[config.mk]
export PLATFORM = sky130hd
export DESIGN_NAME = mnist_test_sequencer
export DESIGN_NICKNAME = d
export VERILOG_FILES = /design/src/rtl/mnist_test_sequencer.sv
export SDC_FILE = /design/constraint.sdc
export NUM_CORES = 1
export LEC_CHECK = 0
export BUFFER_PORTS_ARGS = -buffer_cell sky130_fd_sc_hd__clkbuf_2
export CAP_MARGIN = 20
export CELL_PAD_IN_SITES_DETAIL_PLACEMENT = 0
export CELL_PAD_IN_SITES_GLOBAL_PLACEMENT = 1
export CORE_ASPECT_RATIO = 1.2
export CORE_UTILIZATION = 38
export DETAILED_ROUTE_END_ITERATION = 10
export MAX_ROUTING_LAYER = met4
export PLACE_DENSITY_LB_ADDON = 0.08
export SYNTH_ARGS = -nofsm -noshare
export SYNTH_HDL_FRONTEND = slang
export SYNTH_SLANG_ARGS = --single-unit
[constraint.sdc]
create_clock -name clk -period 2.6 [get_ports clk]
set_input_delay 0.39 -clock clk [delete_from_list [all_inputs] [get_ports clk]]
set_output_delay 0.39 -clock clk [all_outputs]
set_load 0.02 [all_outputs]
[src/rtl/mnist_test_sequencer.sv]
// mnist_test_sequencer: on-FPGA regression sequencer for the LGN MNIST core.
// For each image it streams bytes from a synchronous pattern ROM into the DUT,
// waits a settle time, samples the DUT class index and score, and compares the
// index with the expected label. It counts mismatches, records the first failing
// image, and optionally halts on the first failure.
// Optional feature macro: SEQ_LABEL_ROM_EN (expected labels from a label ROM
// instead of the modulo-NUM_CLASSES counter).
module mnist_test_sequencer #(
  parameter int IMAGE_COUNT     = 480,
  parameter int BYTES_PER_IMAGE = 32,
  parameter int DATA_W          = 8,
  parameter int LABEL_W         = 4,
  parameter int VALUE_W         = 8,
  parameter int NUM_CLASSES     = 10,
  parameter int SETTLE_CYCLES   = 2,
  parameter int ADDR_W          = $clog2(IMAGE_COUNT*BYTES_PER_IMAGE),
  parameter int IDX_W           = $clog2(IMAGE_COUNT+1)
) (
  input  logic               clk,
  input  logic               rst,
  input  logic               start,
  input  logic               step,
  input  logic               halt_on_fail,
  output logic [ADDR_W-1:0]  rom_addr,
  input  logic [DATA_W-1:0]  rom_data,
  output logic [DATA_W-1:0]  dut_data,
  output logic               dut_valid,
  input  logic [LABEL_W-1:0] dut_index,
  input  logic [VALUE_W-1:0] dut_value,
`ifdef SEQ_LABEL_ROM_EN
  output logic [IDX_W-1:0]   label_addr,
  input  logic [LABEL_W-1:0] label_data,
`endif
  output logic               busy,
  output logic               done,
  output logic               pass,
  output logic               fail,
  output logic [IDX_W-1:0]   image_idx,
  output logic [LABEL_W-1:0] expected_label,
  output logic [LABEL_W-1:0] result_index,
  output logic [VALUE_W-1:0] result_value,
  output logic [IDX_W-1:0]   error_count,
  output logic [IDX_W-1:0]   first_fail_idx
);

  localparam int BW = (BYTES_PER_IMAGE > 1) ? $clog2(BYTES_PER_IMAGE) : 1;
  // Shared phase counter must reach BYTES_PER_IMAGE+1 (LOAD) and SETTLE_CYCLES-1.
  localparam int CW = $clog2(BYTES_PER_IMAGE + SETTLE_CYCLES + 2) + 1;

  localparam logic [CW-1:0]      BPI_C       = CW'(BYTES_PER_IMAGE);
  localparam logic [CW-1:0]      LOAD_LAST   = CW'(BYTES_PER_IMAGE + 1);
  localparam logic [CW-1:0]      SETTLE_LAST = CW'(SETTLE_CYCLES - 1);
  localparam logic [IDX_W-1:0]   LAST_IDX    = IDX_W'(IMAGE_COUNT - 1);
  localparam logic [IDX_W-1:0]   ERR_MAX     = IDX_W'(IMAGE_COUNT);
  localparam logic [IDX_W-1:0]   IDX_ONES    = '1;
  localparam logic [LABEL_W-1:0] LABEL_LAST  = LABEL_W'(NUM_CLASSES - 1);

  typedef enum logic [2:0] {
    S_IDLE, S_WAIT, S_LOAD, S_SETTLE, S_CHECK, S_DONE
  } state_t;

  state_t             state_q;
  logic [CW-1:0]      cnt_q;
  logic               halt_q;
  logic [IDX_W-1:0]   image_idx_q;
  logic [LABEL_W-1:0] expected_label_q;
  logic [LABEL_W-1:0] result_index_q;
  logic [VALUE_W-1:0] result_value_q;
  logic [IDX_W-1:0]   error_count_q;
  logic [IDX_W-1:0]   first_fail_q;
  logic               fail_q;
  logic [1:0]         vld_pipe_q;   // [0]: ROM read in flight, [1]: byte on dut_data
  logic [DATA_W-1:0]  dut_data_q;

  logic               rd_vld_d;
  logic               mismatch_d;
  logic [IDX_W-1:0]   err_inc_d;
  logic [ADDR_W-1:0]  addr_d;

  // A ROM read is issued in the first BYTES_PER_IMAGE LOAD cycles; the other two drain the pipe.
  assign rd_vld_d   = (state_q == S_LOAD) && (cnt_q < BPI_C);
  assign mismatch_d = (dut_index != expected_label_q);
  assign err_inc_d  = (error_count_q == ERR_MAX) ? ERR_MAX : error_count_q + 1'b1;

  generate
    if (BYTES_PER_IMAGE == 1) begin : g_addr1
      assign addr_d = ADDR_W'(image_idx_q);
    end else begin : g_addrn
      assign addr_d = ADDR_W'({image_idx_q, cnt_q[BW-1:0]});
    end
  endgenerate

  assign rom_addr = rd_vld_d ? addr_d : '0;

  // Two-stage byte pipeline: ROM latency, then the registered DUT input byte.
  always_ff @(posedge clk) begin
    if (rst) begin
      vld_pipe_q <= '0;
      dut_data_q <= '0;
    end else begin
      vld_pipe_q <= {vld_pipe_q[0], rd_vld_d};
      dut_data_q <= vld_pipe_q[0] ? rom_data : '0;
    end
  end

  // Main sequencer FSM with all run bookkeeping registered alongside the state.
  always_ff @(posedge clk) begin
    if (rst) begin
      state_q          <= S_IDLE;
      cnt_q            <= '0;
      halt_q           <= 1'b0;
      image_idx_q      <= '0;
      expected_label_q <= '0;
      result_index_q   <= '0;
      result_value_q   <= '0;
      error_count_q    <= '0;
      first_fail_q     <= IDX_ONES;
      fail_q           <= 1'b0;
    end else begin
      case (state_q)
        S_IDLE, S_DONE: begin
          if (start) begin
            state_q          <= S_WAIT;
            cnt_q            <= '0;
            halt_q           <= halt_on_fail;
            image_idx_q      <= '0;
            expected_label_q <= '0;
            result_index_q   <= '0;
            result_value_q   <= '0;
            error_count_q    <= '0;
            first_fail_q     <= IDX_ONES;
            fail_q           <= 1'b0;
          end
        end
        S_WAIT: begin
          if (step) begin
            state_q <= S_LOAD;
            cnt_q   <= '0;
          end
        end
        S_LOAD: begin
`ifdef SEQ_LABEL_ROM_EN
          // label_addr has been stable since WAIT, so label_data is valid throughout LOAD.
          expected_label_q <= label_data;
`endif
          if (cnt_q == LOAD_LAST) begin
            cnt_q   <= '0;
            state_q <= S_SETTLE;
          end else begin
            cnt_q <= cnt_q + 1'b1;
          end
        end
        S_SETTLE: begin
          if (cnt_q == SETTLE_LAST) begin
            cnt_q   <= '0;
            state_q <= S_CHECK;
          end else begin
            cnt_q <= cnt_q + 1'b1;
          end
        end
        S_CHECK: begin
          result_index_q <= dut_index;
          result_value_q <= dut_value;
          if (mismatch_d) begin
            error_count_q <= err_inc_d;
            fail_q        <= 1'b1;
            if (error_count_q == '0) first_fail_q <= image_idx_q;
          end
          if (mismatch_d && halt_q) begin
            state_q <= S_DONE;
          end else if (image_idx_q == LAST_IDX) begin
            state_q <= S_DONE;
          end else begin
            image_idx_q <= image_idx_q + 1'b1;
`ifndef SEQ_LABEL_ROM_EN
            expected_label_q <= (expected_label_q == LABEL_LAST) ? '0 : expected_label_q + 1'b1;
`endif
            state_q <= S_WAIT;
          end
        end
        default: state_q <= S_IDLE;
      endcase
    end
  end

`ifdef SEQ_LABEL_ROM_EN
  assign label_addr = image_idx_q;
`endif

  assign dut_data       = dut_data_q;
  assign dut_valid      = vld_pipe_q[1];
  assign busy           = (state_q != S_IDLE) && (state_q != S_DONE);
  assign done           = (state_q == S_DONE);
  assign pass           = done && (error_count_q == '0);
  assign fail           = fail_q;
  assign image_idx      = image_idx_q;
  assign expected_label = expected_label_q;
  assign result_index   = result_index_q;
  assign result_value   = result_value_q;
  assign error_count    = error_count_q;
  assign first_fail_idx = first_fail_q;

endmodule
## Word level (Yosys, flattened, before mapping)

Index checks and enable logic that the tools add are counted.

| cells by class | value |
|---|---|
| shift operators | 0 |
| multiply operators | 0 |
| divide/modulo/power cells | 0 |
| order comparisons | 1 |
| bitwise gates (word level) | 1 |
| muxes and demuxes | 35 |
| equality and inequality tests | 20 |
| reductions and logical operators | 18 |
| add/sub/neg operators | 4 |

Operators with widths:

| operator | number |
|---|---|
| 9-bit two-way mux | 8 |
| 9-bit case mux with 2 select lines | 3 |
| 7-bit two-way mux | 4 |
| 7-bit case mux with 4 select lines | 1 |
| 9-bit by 1-bit adder with 9-bit output, second input constant | 2 |
| 9-bit == test, second input constant | 2 |
| 3-bit two-way mux | 6 |
| 4-bit two-way mux | 4 |
| 4-bit case mux with 2 select lines | 2 |
| 8-bit case mux with 2 select lines | 1 |
| 3-bit case mux with 5 select lines | 1 |
| 14-bit two-way mux | 1 |
| 2-bit != test, second input constant | 7 |
| 4-bit AND reduction | 3 |
| 9-bit zero test | 1 |
| 8-bit two-way mux | 1 |
| 7-bit by 1-bit adder with 7-bit output, second input constant | 1 |
| 7-bit by 1-bit == test with 1-bit output, second input constant | 1 |
| 7-bit by 6-bit == test with 1-bit output, second input constant | 1 |
| 7-bit by 6-bit less-than comparator with 1-bit output, second input constant | 1 |
| 3-bit by 2-bit == test with 1-bit output, second input constant | 2 |
| 3-bit == test, second input constant | 2 |
| 3-bit AND reduction | 2 |
| 4-bit by 1-bit adder with 4-bit output, second input constant | 1 |
| 15 further kinds | 21 |

| word-level totals | value |
|---|---|
| bits in latches | 0 |
| memories | 0 |
| output and inout bits | 70 |
| flip-flop bits (word level) | 65 |
| bits in writable memories | 0 |
| memory bits (read-only) | 0 |
| input port bits | 25 |

## Logic depth before layout (Yosys ltp)

| logic depth | value |
|---|---|
| word-level depth | 5 |
| gate-level depth with buffers | 7 |
| gate-level depth less buffers | 7 |

## Least setup slack after synthesis

OpenSTA, ideal clock, no wires.

| path | value |
|---|---|
| kind | register -> register |
| from | register expected_label_q[0], in the netlist expected_label[0] |
| to | register expected_label_q[2], in the netlist expected_label[2] |
| slack | 0.583 ns |
| cell stages (with the launch flop) | 6 |
| required time | 2.530 ns |
| library setup time | 0.070 ns |
| arrival | 1.947 ns |
| buffers on the path | 0 |
| cells stage by stage | dfxtp_1 > xor2_2 > o41ai_4 > nand2_4 > or4_1 > o21ai_1 |

| between the ends | value |
|---|---|
| word-level cells in the longest chain between the ends | 5 |
| elaborated cells between the ends (all ways) | 10 |

Ends and longest elaborated chain:

| item | RTL line | source |
|---|---|---|
| start: declaration | 66 | `logic [LABEL_W-1:0] expected_label_q;` |
| start signal: assignment | 176 | `expected_label_q <= (expected_label_q == LABEL_LAST) ? '0 : expected_label_q + 1'b1;` |
| 4-bit by 1-bit adder with 4-bit output / 4-bit == test (equally long branches) | 176 |  |
| 4-bit two-way mux | 176 |  |
| 4-bit two-way mux | 171 | `end else if (image_idx_q == LAST_IDX) begin` |
| 4-bit two-way mux | 169 | `if (mismatch_d && halt_q) begin` |
| 4-bit case mux with 2 select lines | 120 | `case (state_q)` |

Parallel ways exist; a longest one is shown, timed or not. The select of a mux whose other input is x is not followed.
A chain may end at the register's enable or synchronous reset.

## Final worst setup path

Ends and elaborated chain as after synthesis.

==> impl_results.md <==
* Reg area at 1300 um2
* CTS tree: built
* Pwr dens at a little over 500 nW/um2
* Lkg Pwr at about 0.0018 uW
* Num ports at 95
* Fin nets at 499
* Synth area leader: dfxtp_1
* Sum Neg Setup Slack at 0 ps
* Layout cells sized above 1 at between 20 and 30%
* Crit. End Element: register
* Diode count at 0
* Final min period at between 2000 and 2500 ps
* Post-synth EDFFs at 0
* Grt ovf at 0
* Mapped Cells at roughly 370
* Area contributors post-synth: dfxtp_1, nor2_1, and2_1, a22oi_1, mux2i_1
* Status: finished clean
* Top FF cell, synth: dfxtp_1
* Via density at 5.03
* Final Hold Fails at 0
* Setup violations, final at 0
* Count leader, synth: dfxtp_1
* Largest net degree at the start of global routing at 21
* Cell family with the largest share of critical-path delay: compound AO/OA/AOI/OAI gates
* Syn Std Cell Area at about 3200 um2
* Rows at 36
* Clock Sinks at 65
* Distinct cells, synth at 54
* Slew margin rel. at between 50 and 60%
* CP cell instances: xor2_2, o41ai_4, nand2_4, or4_1, o21ai_1
* DRT antenna net count at 0
* CP Buf/Inv Count at 0
* Layout Cells excl Fill at roughly 590
* Routed length per instance at about 14 um
* Worst slew pin tran at just under 700 ps
* Hold_buf cts at 0
* Register area share after synthesis at 40.7%
* Fin crit share at 83.5%
* Synth Net Count at ~400
* Fmax at ~460 MHz
* Sequential power share at a little under 50%
* P_sw at 544 uW
* CP startpoint kind: register
* Tot Pwr at roughly 2100 uW
* Clock Power Share at a little over two fifths
* Dpl hpwl at 5860 um
* Initial antenna violation count at 0
* Area post-placement at 3820 um2
* Detailed router's first-iteration violation count at 82
* Worst VDD drop at approximately 0.00021 V
* Port buffer count at between 90 and 100
* Critical Path Start: expected_label[0]$_SDFFE_PP0P_
* Fillers at ~820
* # DRC at 0
* Power Internal at approximately 1500 uW
* RSZ-0062 raised after global routing: false
* H-tree depth at 3
* Synth cell count leaders: dfxtp_1, nor2_1, and2_1, nand2_1, nand3_1
* Max clock buf depth at 2
* Slew Viols, Final at 0
* Crit-path max FO at 9
* Gpl congestion at approximately 0.77
* Switching part of the total power at between 20% and 30%
* Die area at 8780 um2
* Die Y at 102 um
* CTS clock-pin slew for the worst setup and hold paths at roughly 70 ps
* Origin of the critical flop-to-flop path: expected_label[0]$_SDFFE_PP0P_
* Clock Skews at roughly 7.5 ps
* Core area at approximately 8000 um2
* Area grow syn2layout at 25.7%
* Post-CTS Resized at 0
* Data arrival, critical path at between 2000 and 2500 ps
* Setup Buffers After CTS at 0
* Final wirelength at about 8000 um
* Initial Utilization at 39.2%
* DRT Pass-1 Iters at 4
* Biggest cell delay along the critical path at around 730 ps
* Synthesized area per cell at approximately 8.7 um2
* Critical path class: register to register
* Clk Latency, worst-skew pair at around 350 ps
* CTS Buf Count at 9
* Hold path startpoint: rom_data[5]
* First-pass GRT wire length at ~13000 um
* Critical Path RT at between 2000 and 3000 ps
* Die W at roughly 86 um
* Yosys reg bits at 65
* Synth top area share at ~41%
* Synth warn at 0
* Root buffer cell: clkbuf_8
* Max-cap viol count at 0
* CP max-delay cell: o41ai_4
* Area of the multi-input gates at ~1800 um2
* Combinational power share at about a tenth
* GRT Util Overall at 19.4%
* Vias in the first global route at about 2600
* Via count at between 2000 and 3000
* Type of the most critical hold path: primary input to register
* Async SR Flop Fraction at 0%
* Cell area after layout at 4020 um2
* Placed cell count at 570
## layer usage
layer  vias up  global-route usage (%)  share of wire, %
li1       1497                       -                 -
met1      1382                    23.2                45
met2        56                    32.2                50
met3        14                    3.96               3.5
met4         0                    7.56               1.7
met5         -                       -                 0
## flip-flops by register name (all words and copies together) (netlist names), 3 cells and up
register	flops
dut_data	8
result_value	8
state_q	3
expected_label	4
first_fail_idx	9
result_index	4
cnt_q	7
error_count	9
image_idx	9
## cell usage in the layout (no fill, tap or decap), drive strengths merged, types with 7 or more instances in the layout
| cell | synthesis | final |
|---|---|---|
| a22oi | 14 | 14 |
| and2 | 27 | 27 |
| buf | 2 | 9 |
| inv | 12 | 12 |
| nand3 | 18 | 18 |
| clkbuf | 14 | 105 |
| mux2i | 10 | 10 |
| nand3b | 8 | 8 |
| nand2 | 21 | 21 |
| dfxtp | 65 | 65 |
| o21ai | 10 | 10 |
| ha | 7 | 7 |
| a21oi | 17 | 17 |
| nor2b | 8 | 8 |
| nor2 | 58 | 58 |
## path summary, 6_finish.rpt
kind	end	slack [ps]	depth (start not counted)
max reg2reg	expected_label[2]$_SDFFE_PP0P_	430	5
max	expected_label[2]$_SDFFE_PP0P_	430	5
min	dut_data[5]$_SDFF_PP0_	230	2
min reg2reg	fail$_SDFFE_PP0P_	460	2
## cell type report
type,instances,share of cell area [%]
repair buffers,103,13.4
clock inverters,5,1.37
clock buffers,11,3.52
well taps,114,3.55
multi-input cells,276,44.6
inverters,12,1.12
flip-flops and latches,65,32.4
## per-stage QoR
stage	util, %	worst slack, ps	hold slack (ps)
floorplan	-	583	484
global placement	46.9	444	458
detailed placement	46.9	425	454
CTS	49.3	422	224
global route	49.3	274	236
finish	49.3	429	233
## power groups by stage
stage          sequential (uW)  clock (uW)  combinational, uW
2_1_floorplan             1040           0                134
3_3_place_gp              1040           0                198
3_5_place_dp              1040           0                202
4_1_cts                   1020         887                202
5_1_grt                   1020         931                220
6_report                  1020         867                199
## cell families after synthesis
| family | share of synthesized area [%] |
|---|---|
| AO/OA/AOI/OAI | 16.6 |
| multiplexers | 3.13 |
| XOR/XNOR | 4.23 |
| AND/OR/NAND/NOR | 28.9 |
| buffers and inverters | 3.37 |
| adder cells (fa/ha/maj) | 3.05 |
| flip-flops | 40.7 |
Note: power is estimated with default switching activity, not from simulation.
